`src/rtl/mips_pkg.sv`:
```
// Shared types and sizing for the MIPS register file.
// Defaults match the classic 32 x 32-bit MIPS integer register set.
package mips_pkg;

    localparam int DATA_W     = 32;
    localparam int REG_ADDR_W = 5;
    localparam int NUM_REGS   = 32;

    localparam logic [REG_ADDR_W-1:0] REG_ZERO = 5'd0;

    typedef logic [REG_ADDR_W-1:0] reg_addr_t;

endpackage

```
`src/rtl/decoder_5x32.sv`:
```
// One-hot write-enable decoder for the register file.
// Entry 0 is the hard-wired zero register and is never enabled.
module decoder_5x32 #(
    parameter int ADDR_W = 5
) (
    input  logic                 en,
    input  logic [ADDR_W-1:0]    addr,
    output logic [2**ADDR_W-1:0] onehot
);

    always_comb begin
        onehot = '0;
        if (en) begin
            onehot[addr] = 1'b1;
        end
        onehot[0] = 1'b0;
    end

endmodule

```
`src/rtl/mips_register_file.sv`:
```
// Two-read, one-write MIPS register file with saturating write counter.
// Optional write-before-read bypass: define REGFILE_BYPASS_EN.
module mips_register_file #(
    parameter int DATA_W     = mips_pkg::DATA_W,
    parameter int REG_ADDR_W = mips_pkg::REG_ADDR_W
) (
    input  logic                  clk,
    input  logic                  rst_n,
    input  logic                  reg_write,
    input  logic [REG_ADDR_W-1:0] wr_addr,
    input  logic [DATA_W-1:0]     wr_data,
    input  logic [REG_ADDR_W-1:0] rs_addr,
    input  logic [REG_ADDR_W-1:0] rt_addr,
    output logic [DATA_W-1:0]     rs_data,
    output logic [DATA_W-1:0]     rt_data,
    output logic [15:0]           wr_count
);

    import mips_pkg::*;

    localparam int NUM = 2**REG_ADDR_W;
    localparam logic [REG_ADDR_W-1:0] ZERO = REG_ADDR_W'(REG_ZERO);

    logic [NUM-1:0]    we;
    logic              commit;
    logic [DATA_W-1:0] regs [NUM];

    decoder_5x32 #(
        .ADDR_W (REG_ADDR_W)
    ) u_dec (
        .en     (reg_write),
        .addr   (wr_addr),
        .onehot (we)
    );

    assign commit = |we;

    // Entry 0 is never enabled, so it stays at its reset value of zero.
    always_ff @(posedge clk or negedge rst_n) begin
        if (!rst_n) begin
            for (int i = 0; i < NUM; i++) begin
                regs[i] <= '0;
            end
        end else begin
            for (int i = 0; i < NUM; i++) begin
                if (we[i]) begin
                    regs[i] <= wr_data;
                end
            end
        end
    end

    always_ff @(posedge clk or negedge rst_n) begin
        if (!rst_n) begin
            wr_count <= '0;
        end else if (commit && wr_count != 16'hFFFF) begin
            wr_count <= wr_count + 16'd1;
        end
    end

    logic [DATA_W-1:0] rs_store;
    logic [DATA_W-1:0] rt_store;

    assign rs_store = (rs_addr == ZERO) ? '0 : regs[rs_addr];
    assign rt_store = (rt_addr == ZERO) ? '0 : regs[rt_addr];

`ifdef REGFILE_BYPASS_EN
    logic rs_hit;
    logic rt_hit;

    // Forward the in-flight write; the zero register is excluded via commit.
    assign rs_hit = rst_n && commit && (rs_addr == wr_addr);
    assign rt_hit = rst_n && commit && (rt_addr == wr_addr);

    assign rs_data = rs_hit ? wr_data : rs_store;
    assign rt_data = rt_hit ? wr_data : rt_store;
`else
    assign rs_data = rs_store;
    assign rt_data = rt_store;
`endif

endmodule

```
`config.mk`:
```
export PLATFORM = sky130hd
export DESIGN_NAME = mips_register_file
export DESIGN_NICKNAME = d
export VERILOG_FILES = /design/src/rtl/mips_pkg.sv /design/src/rtl/decoder_5x32.sv /design/src/rtl/mips_register_file.sv
export SDC_FILE = /design/constraint.sdc
export NUM_CORES = 2
export LEC_CHECK = 0
export CAP_MARGIN = 10
export CORE_MARGIN = 2
export CORE_UTILIZATION = 55
export CTS_BUF_LIST = sky130_fd_sc_hd__clkbuf_4
export DETAILED_ROUTE_END_ITERATION = 8
export GPL_ROUTABILITY_DRIVEN = 0
export GPL_TIMING_DRIVEN = 0
export PLACE_DENSITY = 0.72
export SLEW_MARGIN = 20
export SYNTH_ARGS = -nofsm -noshare
export SYNTH_HDL_FRONTEND = slang
export SYNTH_SLANG_ARGS = --single-unit
```
`constraint.sdc`:
```
create_clock -name clk -period 2.3 [get_ports clk]
set_input_delay 0.23 -clock clk [delete_from_list [all_inputs] [get_ports clk]]
set_output_delay 0.23 -clock clk [all_outputs]
set_load 0.1 [all_outputs]
```
==> results_tabular.tex <==
\begin{tabular}{lr}
\hline
Metric & Value \\
\hline
\multicolumn{2}{l}{\textbf{Outcome}} \\
\quad Status & finished with violations \\
\quad Violated checks & setup timing \\
\multicolumn{2}{l}{\textbf{Floorplanning}} \\
\quad Core area & between 0.09 and 0.1 mm2 \\
\quad Vertical die dimension & $\sim$320 um \\
\quad Cell row count & between 100 and 150 \\
\quad Initial Util & 55.3\% \\
\quad I/O Pins & 130 \\
\quad Width of the die & about 320 um \\
\quad Die area & between 0.1 and 0.15 mm2 \\
\multicolumn{2}{l}{\textbf{STA}} \\
\quad Slew Viols, Final & 0 \\
\quad Number of endpoints failing setup at the final stage & 64 \\
\quad Final worst-path cycle share & 142\% \\
\quad Maximum clock skew at final layout & roughly 0.035 ns \\
\quad RSZ-0062 raised after global routing & yes \\
\quad Slew Limit Headroom & 17.2\% \\
\quad Shortest clock period the worst path allows after layout & $\sim$3.3 ns \\
\quad Setup slack of the critical path after layout & -0.959 ns \\
\quad Worst hold-check slack & around 0.11 ns \\
\quad Tightest Pin Transition & 1.24 ns \\
\quad Total count of hold-check failures in the final report & 0 \\
\quad Max Clk Rate & around 0.31 GHz \\
\multicolumn{2}{l}{\textbf{Synthesis}} \\
\quad Post-Syn Nets & about 3800 \\
\quad Cell count after synthesis & about 3700 \\
\quad Post-Synthesis Cell Area & between 0.05 and 0.06 mm2 \\
\quad Synthesized area per cell & 14.5 um2 \\
\quad Area leader, netlist & dfrtp\_1 \\
\quad Fraction of synthesized cell area taken by the top area cell type & between 40\% and 50\% \\
\quad Most frequent cell after synthesis & mux2\_2 \\
\quad Number of synthesized flops with an enable pin & 0 \\
\quad Top cells by area, synth & dfrtp\_1 47\%, mux2\_2 21\%, mux4\_2 16\% \\
\quad Most common library cells after synthesis & 1025 x mux2\_2, 1008 x dfrtp\_1, 384 x mux4\_2 \\
\quad Share of async-settable or async-resettable flops after synthesis & 100\% \\
\quad Seq cells post-synth & roughly 1000 \\
\quad Number of distinct library cells after synthesis & 47 \\
\quad YS warnings & 0 \\
\quad Most used flip-flop cell after synthesis & dfrtp\_1 \\
\quad Fraction of the yosys area taken by sequential cells & 46.5\% \\
\multicolumn{2}{l}{\textbf{Placed design}} \\
\quad DP Worst Slack & -2.00 ns \\
\quad Number of port buffers & 115 \\
\quad Number of placed cells counting well taps & 5144 \\
\quad Detail Placement HPWL & roughly 120000 um \\
\quad Post-detailed-placement cell area & 0.0579 mm2 \\
\multicolumn{2}{l}{\textbf{Clock network}} \\
\quad H-tree lvl count & 5 \\
\quad CTS root buf & clkbuf\_4 \\
\quad CTS tree & done \\
\quad Clk sink count & between 1000 and 1500 \\
\quad Register clock-pin slew on the reported worst setup and hold paths & about 0.060 ns \\
\quad Max clock buf depth & 4 \\
\quad Number of buffers inserted during clock tree synthesis & $\sim$290 \\
\quad Clock latency on the worst-skew pair & around 1.2 ns \\
\multicolumn{2}{l}{\textbf{Power and ir drop}} \\
\quad Combinational power share & between 20 and 30\% \\
\quad Internal power contribution & 37000 uW \\
\quad Proportion of power drawn by flip-flops and latches & a little over two fifths \\
\quad Pwr/cell area & around 870 mW/mm2 \\
\quad Overall power after layout & 54900 uW \\
\quad Switch Pwr & approximately 18000 uW \\
\quad Static power due to leakage & 0.0276 uW \\
\quad Relative contribution of the clock network to total power & around 29\% \\
\quad Peak supply drop & about 1.1 mV \\
\quad Switching fraction of total power & between 30\% and 40\% \\
\multicolumn{2}{l}{\textbf{Setup path}} \\
\quad Slowest Stage Delay on Critical Path & 0.51 ns \\
\quad Critical Path RT & 2.07 ns \\
\quad Startpoint type of the worst setup path & register \\
\quad Critical Path Fanout Max & 3 \\
\quad Category of the worst setup path capture point & output pin \\
\quad WS Path Type & reg -> out \\
\quad Standard cell with the maximum stage delay on the critical path & o31ai\_4 \\
\quad Chain of cells forming the critical path & mux2\_2 > a22oi\_2 > nor2\_2 > o31ai\_4 > o21ai\_4 > buf\_12 \\
\quad Data arrival at the endpoint of the critical path & slightly above 3 ns \\
\multicolumn{2}{l}{\textbf{GRT}} \\
\quad Antenna violations before repair & 5 \\
\quad Vias in the first global route & $\sim$39000 \\
\quad Total routing usage reported by global routing & between 30 and 40\% \\
\quad Pin count of the biggest net entering global routing & approximately 140 \\
\quad Global-route wire length before repair & between 200000 and 300000 um \\
\quad Total congestion overflow after global routing & 0 \\
\multicolumn{2}{l}{\textbf{Job}} \\
\quad Max-Cap Viols & 0 \\
\multicolumn{2}{l}{\textbf{Detailed routing}} \\
\quad Via density per instance & around 6.6 \\
\quad Wire length per cell after detailed routing & 30.1 um \\
\quad DR DRC count & 0 \\
\quad Count of TritonRoute iterations in the first routing pass & 5 \\
\quad First-iteration detailed-routing DRC count & around 3600 \\
\quad Vias after detailed routing & $\sim$37000 \\
\quad Antenna viol nets, final & 0 \\
\quad Total length of routed wires & 170000 um \\
\multicolumn{2}{l}{\textbf{Final layout}} \\
\quad Final-stage net count & 4249 \\
\quad Final std cells w/o fill & between 5000 and 6000 \\
\quad Synth-to-Final Area Change & 16.6\% \\
\quad Fraction of layout cells with a size suffix above 1 & a little over half \\
\quad Fillcell total & $\sim$7300 \\
\quad Post-layout instance area & roughly 0.063 mm2 \\
\multicolumn{2}{l}{\textbf{Hold path}} \\
\quad Class of the most critical hold timing path & in -> reg \\
\hline
\end{tabular}
per-layer routing:
metal | share of wire (%) | up-vias | track usage [%] | routed length [um]
li1 | - | 15400 | - | -
met4 | 4.7 | 0 | 15.9 | 7960
met2 | 44 | 1981 | 50.4 | 75800
met3 | 10 | 448 | 10.6 | 17800
met5 | 0 | - | 0 | 0
met1 | 40 | 19500 | 46.2 | 68800
sequential cells by signal, indices dropped and copies added (netlist names):
signal	flops
wr_count	16
regs	992
final cells by class:
type	instances	area [um2]	area share, %
Timing Repair Buffer	173	2460	3.89
Multi-Input combinational cell	2322	28500	45.0
Sequential cell	1008	25200	39.9
Antenna cell	6	15.0	0.0238
Tap cell	1287	1610	2.55
Clock inverter	43	199	0.315
Clock buffer	414	3110	4.92
Buffer	404	2130	3.37
worst paths after layout:
check | startpoint | endpoint | slack, ns | cells after the start
max | regs[965]$_DFFE_PN0P_ | rt_data[5] | -0.96 | 6
max in group asynchronous | rst_n | regs[843]$_DFFE_PN0P_ | 0.28 | 6
min reg2reg | wr_count[10]$_DFFE_PN0P_ | wr_count[10]$_DFFE_PN0P_ | 0.49 | 1
min in group asynchronous | rst_n | regs[248]$_DFFE_PN0P_ | 0.23 | 4
min | wr_data[4] | regs[4]$_DFFE_PN0P_ | 0.11 | 2
max reg2reg | wr_count[8]$_DFFE_PN0P_ | wr_count[11]$_DFFE_PN0P_ | 0.39 | 6
metrics by stage:
step / utilization (%) / setup TNS, ns
6_report: 64.5 / -50.85
3_3_place_gp: 58.8 / -
4_1_cts: 64.3 / -54.93
2_1_floorplan: - / -0.0599
5_1_grt: 64.5 / -55.09
3_5_place_dp: 59.1 / -116.08
placed cells by master, fill, tap and decap left out, types with 11 or more instances in the layout:
cell type / instances
o31ai_4: 20
mux2_1: 64
clkbuf_2: 24
buf_12: 62
buf_4: 38
o221ai_1: 21
o31ai_2: 12
nor2_1: 40
buf_6: 43
a22o_1: 128
clkbuf_1: 165
o221ai_2: 11
o21ai_4: 75
o21ai_1: 12
dlygate4sd3_1: 39
mux2i_1: 159
o21ai_2: 42
clkbuf_4: 414
nand2_1: 109
a22oi_2: 18
clkinv_1: 33
a21oi_1: 32
buf_2: 151
clkdlybuf4s50_1: 34
a22oi_1: 45
mux2_2: 1022
dfrtp_1: 1002
o22ai_1: 32
mux4_2: 384
power by group through the flow:
stage	Clock, uW	Sequential, uW	Combinational (uW)
detailed placement	0	24000	13900
floorplan	0	23500	10200
global route	17100	24300	15900
CTS	16100	23700	14900
global placement	0	23900	13400
finish	15900	23900	15100
kinds of logic after synthesis:
family                     Yosys count  share of synthesized area [%]
AOI/OAI and AO/OA                  453                           5.89
xor gates and xnor gates            15                          0.242
adders and majority gates            1                         0.0231
buffers and inverters              404                           3.87
DFF                               1008                           46.5
muxes                             1633                           41.5
and+or+nand+nor                    220                           1.90
critical path: cells and delay by family (launching register included):
family	cells	cell delay [ns]
flops	1	0.41
mux	1	0.28
buf+inv	1	0.20
compound gates	3	0.84
simple gates	1	0.08
timing repair:
action                     in CTS  in global routing
gates resized for setup       825                 33
hold buffers                   40                  0
setup endpoints to repair      80                 64
pin swaps                      91                 50
hold endpoints to repair      838                  0
setup buffers                   6                  4
No activity file was read; power rests on OpenSTA's default activity.
